<file path="src/rtl/uart_tx_arbiter.sv">
// Round-robin arbiter sharing one UART transmitter among NUM_REQ requesters.
// Optional XFER watchdog enabled by defining UART_TX_ARB_TIMEOUT_EN.
module uart_tx_arbiter #(
    parameter int DATA_LEN       = 8,
    parameter int NUM_REQ        = 4,
    parameter int TIMEOUT_CYCLES = 1_000_000
) (
    input  logic                         clk,
    input  logic                         rst,
    input  logic [NUM_REQ-1:0]           req,
    input  logic [NUM_REQ*DATA_LEN-1:0]  req_data,
    output logic [NUM_REQ-1:0]           grant,
    output logic                         tx_start,
    output logic [DATA_LEN-1:0]          tx_data,
    input  logic                         tx_busy,
    input  logic                         tx_done,
    output logic [$clog2(NUM_REQ)-1:0]   active_id,
    output logic                         busy,
    output logic                         timeout
);

    localparam int ID_W = $clog2(NUM_REQ);

    typedef enum logic [1:0] {
        IDLE  = 2'd0,
        START = 2'd1,
        XFER  = 2'd2
    } state_t;

    state_t                state_r;
    logic [ID_W-1:0]       last_id_r;
    logic [ID_W-1:0]       winner_s;
    logic                  found_s;
    logic [DATA_LEN-1:0]   winner_data_s;

`ifdef UART_TX_ARB_TIMEOUT_EN
    localparam int CNT_W = $clog2(TIMEOUT_CYCLES + 1);
    logic [CNT_W-1:0]      cnt_r;
    logic                  timeout_r;
    assign timeout = timeout_r;
`else
    assign timeout = 1'b0;
`endif

    // Round-robin search starting one past the previous winner
    always_comb begin
        winner_s = last_id_r;
        found_s  = 1'b0;
        for (int i = 1; i <= NUM_REQ; i++) begin
            if (!found_s && req[(int'(last_id_r) + i) % NUM_REQ]) begin
                found_s  = 1'b1;
                winner_s = ID_W'((int'(last_id_r) + i) % NUM_REQ);
            end else begin
                winner_s = winner_s;
            end
        end
    end

    assign winner_data_s = req_data[winner_s*DATA_LEN +: DATA_LEN];

    // Arbitration FSM with registered outputs; grant/tx_start are set on the
    // IDLE->START edge so they are visible exactly during START
    always_ff @(posedge clk) begin
        if (rst) begin
            state_r   <= IDLE;
            grant     <= {NUM_REQ{1'b0}};
            tx_start  <= 1'b0;
            tx_data   <= {DATA_LEN{1'b0}};
            busy      <= 1'b0;
            active_id <= {ID_W{1'b0}};
            last_id_r <= ID_W'(NUM_REQ - 1);
`ifdef UART_TX_ARB_TIMEOUT_EN
            cnt_r     <= {CNT_W{1'b0}};
            timeout_r <= 1'b0;
`endif
        end else begin
            grant    <= {NUM_REQ{1'b0}};
            tx_start <= 1'b0;
            case (state_r)
                IDLE: begin
                    if (found_s && !tx_busy) begin
                        state_r   <= START;
                        tx_data   <= winner_data_s;
                        active_id <= winner_s;
                        grant     <= {{(NUM_REQ-1){1'b0}}, 1'b1} << winner_s;
                        tx_start  <= 1'b1;
                        busy      <= 1'b1;
                    end else begin
                        state_r <= IDLE;
                    end
                end
                START: begin
                    state_r <= XFER;
`ifdef UART_TX_ARB_TIMEOUT_EN
                    cnt_r   <= {CNT_W{1'b0}};
`endif
                end
                XFER: begin
                    if (tx_done) begin
                        state_r   <= IDLE;
                        last_id_r <= active_id;
                        busy      <= 1'b0;
`ifdef UART_TX_ARB_TIMEOUT_EN
                    end else if (cnt_r == CNT_W'(TIMEOUT_CYCLES - 1)) begin
                        state_r   <= IDLE;
                        last_id_r <= active_id;
                        busy      <= 1'b0;
                        timeout_r <= 1'b1;
                    end else begin
                        cnt_r <= cnt_r + {{(CNT_W-1){1'b0}}, 1'b1};
`else
                    end else begin
                        state_r <= XFER;
`endif
                    end
                end
                default: begin
                    state_r <= IDLE;
                    busy    <= 1'b0;
                end
            endcase
        end
    end

endmodule
</file>
<file path="config.mk">
export PLATFORM = sky130hd
export DESIGN_NAME = uart_tx_arbiter
export DESIGN_NICKNAME = d
export VERILOG_FILES = /design/src/rtl/uart_tx_arbiter.sv
export SDC_FILE = /design/constraint.sdc
export NUM_CORES = 1
export LEC_CHECK = 0
export CAP_MARGIN = 20
export CORE_ASPECT_RATIO = 1.1
export CORE_MARGIN = 10
export CORE_UTILIZATION = 37
export CTS_CLUSTER_SIZE = 10
export DETAILED_ROUTE_END_ITERATION = 6
export PLACE_DENSITY = 0.84
export REMOVE_ABC_BUFFERS = 1
export SYNTH_ARGS = -nofsm -noshare
export SYNTH_HDL_FRONTEND = slang
export SYNTH_SLANG_ARGS = --single-unit
</file>
<file path="constraint.sdc">
create_clock -name clk -period 2 [get_ports clk]
set_input_delay 0.3 -clock clk [delete_from_list [all_inputs] [get_ports clk]]
set_output_delay 0.3 -clock clk [all_outputs]
set_load 0.03 [all_outputs]
</file>
## Word level (Yosys, flattened, before mapping)

Index checks and enable logic that the tools add are counted.

| word-level totals | value |
|---|---|
| word-level logic and storage cells | 73 |
| bits of input ports | 40 |
| output and inout port bits | 17 |
| bits in registers | 20 |

| operators by class | value |
|---|---|
| $lt $le $gt $ge | 4 |
| reductions and logical operators | 18 |
| multiplexer cells | 27 |
| bitwise logic cells | 7 |
| equal/unequal tests | 4 |
| shifts and indexed selects | 2 |
| add/sub/neg operators | 4 |

Operator list:

| cell | number |
|---|---|
| 32-bit by 6-bit variable part select with 8-bit output | 1 |
| 3-bit by 4-bit < comparator with 1-bit output, second input constant | 4 |
| 1-bit 2-to-1 mux | 16 |
| 2-bit 2-to-1 mux | 5 |
| 2-bit OR reduction | 5 |
| 1-bit binary-select mux with 2-bit select | 4 |
| 2-bit case mux with 3 select lines | 1 |
| 2-bit by 1-bit adder with 2-bit output, second input constant | 2 |
| 2-bit adder, second input constant | 2 |
| 1-bit bitwise AND, first input constant | 4 |
| 1-bit logical AND | 4 |
| 1-bit zero test | 4 |
| 2-bit != test, second input constant | 2 |
| 2-bit AND reduction | 2 |
| 1-bit by 2-bit left shift with 4-bit output, first input constant | 1 |
| 1-bit NOT | 3 |
| 1-bit case mux with 3 select lines | 1 |
| 3-bit AND reduction | 1 |
| 3-bit OR reduction | 1 |
| 2-bit by 1-bit == test with 1-bit output, second input constant | 1 |
| 2-bit == test, second input constant | 1 |
| 2-bit zero test | 1 |

## Longest topological paths before layout

| depth | value |
|---|---|
| depth in word-level cells | 19 |
| depth in mapped cells | 7 |
| mapped depth without buffers | 5 |

## Least setup slack after synthesis

OpenSTA, ideal clock, no wires.

| path | value |
|---|---|
| path type | input to register |
| start point | input port req[1] |
| end point | register tx_data[3] |
| data arrival time | 1.430 ns |
| setup time | 0.133 ns |
| required time | 1.867 ns |
| path slack | 0.437 ns |
| stages | 6 |
| buffers on the path | 1 |
| path through | or4_4 > and3_1 > buf_6 > o21a_4 > nand3_1 > o2111ai_1 |

| on the way | value |
|---|---|
| cells in the longest elaborated chain, start to end | 15 |
| elaborated cells on any way between the ends | 29 |
| those cells by class | shift: 1; mux: 20; reduce/logical: 8 |

Ends and longest elaborated chain:

| what | line | source |
|---|---|---|
| start, declared | 10 | `input logic [NUM_REQ-1:0] req,` |
| branches (longest 15 deep; another with 1-bit binary-select mux with 2-bit select) | -- |  |
| end signal, assigned | 68 | `tx_data <= {DATA_LEN{1'b0}};` |
| end signal, assigned | 83 | `tx_data <= winner_data_s;` |
| end, declared | 14 | `output logic [DATA_LEN-1:0] tx_data,` |

Several ways; the timed one is not identified. The select of a mux whose other input is x is not followed.
A chain may end at the register's enable or synchronous reset.

## Final worst setup path

| path | value |
|---|---|
| start point | input port req[3] |
| end point | register tx_data[3] |

The elaborated chain is that of the path after synthesis.

==> impl_metrics.csv <==
group,metric,value,unit
pwr,power_per_cell_area,596,mW/mm^2
route,dr_total_vias,1070,
logic_synthesis,synth_top_family_by_area,"simple AND/OR/NAND/NOR gates",
logic_synthesis,synth_xor_area_share,0,%
worst_hold_path,hold_class,"flip-flop to flip-flop",
logic_synthesis,synthSimpleGateAreaFrac,27.0,%
timing,worst_slew_pin_slew,0.542,ns
global_routing,overflow,0,
setup_path,cp_slowest_cell,"clkdlybuf4s50_1",
final_layout,nets,211,
global_routing,grt_max_degree,19,
run_status,status,"finished clean",
cts,clockBufferDepth,2,
die,design.portCount,57,
setup_path,critical_path.top_delay_family,"buffers and inverters",
final_layout,n_antenna_cell,0,
setup_path,endpoint_kind,"flip-flop",
timing,worst_slack,0.197,ns
placement,io_buffer_count,55,
timing,slew_violations,0,
logic_synthesis,synth-seq-area-share,40.1,%
die,die_x,69.6,um
cts,cts_tree,"built",
die,die_y,74.5,um
setup_path,critPathMaxStageDelay,0.47,ns
cts,clk_latency,0.30,ns
cts,post_cts_buffers,0,
logic_synthesis,synth_top_cell_by_area,"dfxtp_1",
route,wirelength,3350,um
timing,fmaxAchievable,555,MHz
logic_synthesis,syn_inst,111,
logic_synthesis,synth_top_area_share,40.1,%
logic_synthesis,synth_compound_area_share,17.5,%
timing,rsz0062_at_grt,"no",
logic_synthesis,synthMuxAreaShare,10.0,%
cts,cts_sinks,20,
setup_path,required,2.18,ns
timing,setup_viol,0,
cts,cts_hold_buf,0,
route,dr.pass1.iters,4,
timing,min_period_over_period,90.1,%
timing,hold_violations,0,
logic_synthesis,avgSynthCellArea,9.01,sq um
logic_synthesis,synth_fa_ha_area_share,0,%
setup_path,worst-setup-path-type,"input port to flip-flop",
die,coreArea,0.00254,sq mm
logic_synthesis,ys_seq_elements,20,
setup_path,critPathArrivalTime,1.98,ns
route,ant_nets,0,
setup_path,start_kind,"input port",
logic_synthesis,synth_cell_types,30,
cts,cts_resized,0,
timing,fin_crit,1.80,ns
setup_path,crit_path_max_fanout,18,
cts,htreeDepth,1,
route,routedWlPerCell,16.7,um
logic_synthesis,ys_warn_count,0,
setup_path,cp.buffers_inverters,2,
setup_path,crit_chain,"clkdlybuf4s50_1 > nand2b_1 > o21ai_0 > a221oi_2 > buf_12 > mux2i_1 > o2111ai_1",
flow_run,maxCapViolations,0,
timing,setup_tns,0,ns
cts,cts_buffers,3,
global_routing,grt_usage,12.9,%
global_routing,antenna_found_initial,0,
cts,clk_pin_slew,0.11,ns
route,vias_per_cell,5.35,
die,dieArea,0.00518,sq mm
placement,place.gp.congestion,0.844,
die,core.rowCount,19,
pwr,leakage,0.630,nW
final_layout,drive_above_1_share,10.7,%
placement,dpl_worst_slack,-0.108,ns
timing,relSlewSlack,63.6,%
timing,finClkSkew,0.00527,ns
global_routing,grt_pass1_vias,1198,
timing,timing.hold.ws,0.496,ns
logic_synthesis,synth_area,1000,sq um
global_routing,grt_pass1_wl,5530,um
cts,root_buffer,"clkbuf_4",
pwr,vdd_ir_drop_max,0.468,mV
final_layout,area_growth,64.2,%
logic_synthesis,ys_top_cells_by_area,"dfxtp_1, mux2i_1, nand3_1",
route,drc,0,
placement,dp_hpwl,2730,um
route,drt_iter0_drc,59,
die,initial_core_util,39.3,%
==> flip-flops by register name, summed over array words and instances, names as in the netlist <==
register / count
last_id_r: 2
tx_start: 1
busy: 1
state_r: 2
tx_data: 8
active_id: 2
grant: 4
==> cell usage after synthesis (all sizes together) <==
cell	count
nor3	4
o21ai	3
o211a	1
dfxtp	20
nand2	12
nand2b	2
buf	5
nand3b	1
a221o	1
o21a	1
or2b	1
and3	2
mux2i	10
conb	1
a21oi	6
a31o	1
nand3	16
nor2	9
o2111ai	8
nor4	1
inv	3
or2	1
or4	1
a221oi	1
==> cells by family after synthesis <==
logic type             Yosys count
other                            1
AO/OA/AOI/OAI                   22
multiplexers                    10
buffers and inverters            8
flip-flops                      20
AND/OR/NAND/NOR                 50
==> per-layer routing <==
layer	up-vias	routed length, um	global-route usage (%)
met5	-	0	0
met4	0	66	7.83
met3	4	268	3.86
met2	52	1700	24.0
met1	489	1320	12.6
li1	525	-	-
==> worst paths after layout <==
kind,cells past startpoint,slack [ns],from,to
max reg2reg,6,0.22,last_id_r[0]$_SDFFE_PP1P_,tx_data[3]$_SDFFE_PP0P_
min reg2reg,2,0.50,tx_data[2]$_SDFFE_PP0P_,tx_data[2]$_SDFFE_PP0P_
min,2,0.50,tx_data[2]$_SDFFE_PP0P_,tx_data[2]$_SDFFE_PP0P_
max,7,0.20,req[3],tx_data[3]$_SDFFE_PP0P_
==> worst min-delay path, delay by kind of cell, from the launching register on <==
kind	cells	cell delay, ns
AND/OR/NAND/NOR	1	0.06
AO/OA/AOI/OAI	1	0.06
flip-flops	1	0.35
==> cell usage in the layout, fill, tap and decap left out, drive strengths merged, types with 2 or more instances in the layout <==
cell type	count
inv	3
nand2	12
o21ai	3
nand3	16
mux2i	10
nor2	9
buf	5
clkbuf	3
nor3	4
nand2b	2
dfxtp	20
a21oi	6
clkdlybuf4s50	55
o2111ai	8
and3	2
==> final cells by class <==
class | count | area, sq um
Multi-Input combinational cell | 83 | 556
Fill cell | 220 | 902
Sequential cell | 20 | 400
Tap cell | 31 | 38.8
Inverter | 3 | 11.3
Clock buffer | 3 | 22.5
Timing Repair Buffer | 60 | 613
==> per-stage QoR <==
step	instance area [sq um]	utilization [%]	power (mW)	instances
finish	1640	64.5	0.978	200
global route	1640	64.5	1.03	200
CTS	1640	64.5	0.984	200
detailed placement	1620	63.6	0.801	197
global placement	1620	63.6	0.790	197
floorplan	961	-	0.612	106
==> report_power, final <==
part / switching, mW / total [mW] / internal, mW
combinational: 0.162 / 0.341 / 0.179
clock: 0.116 / 0.187 / 0.0702
sequential: 0.0206 / 0.450 / 0.430
Power figures use the tool's default switching activity.
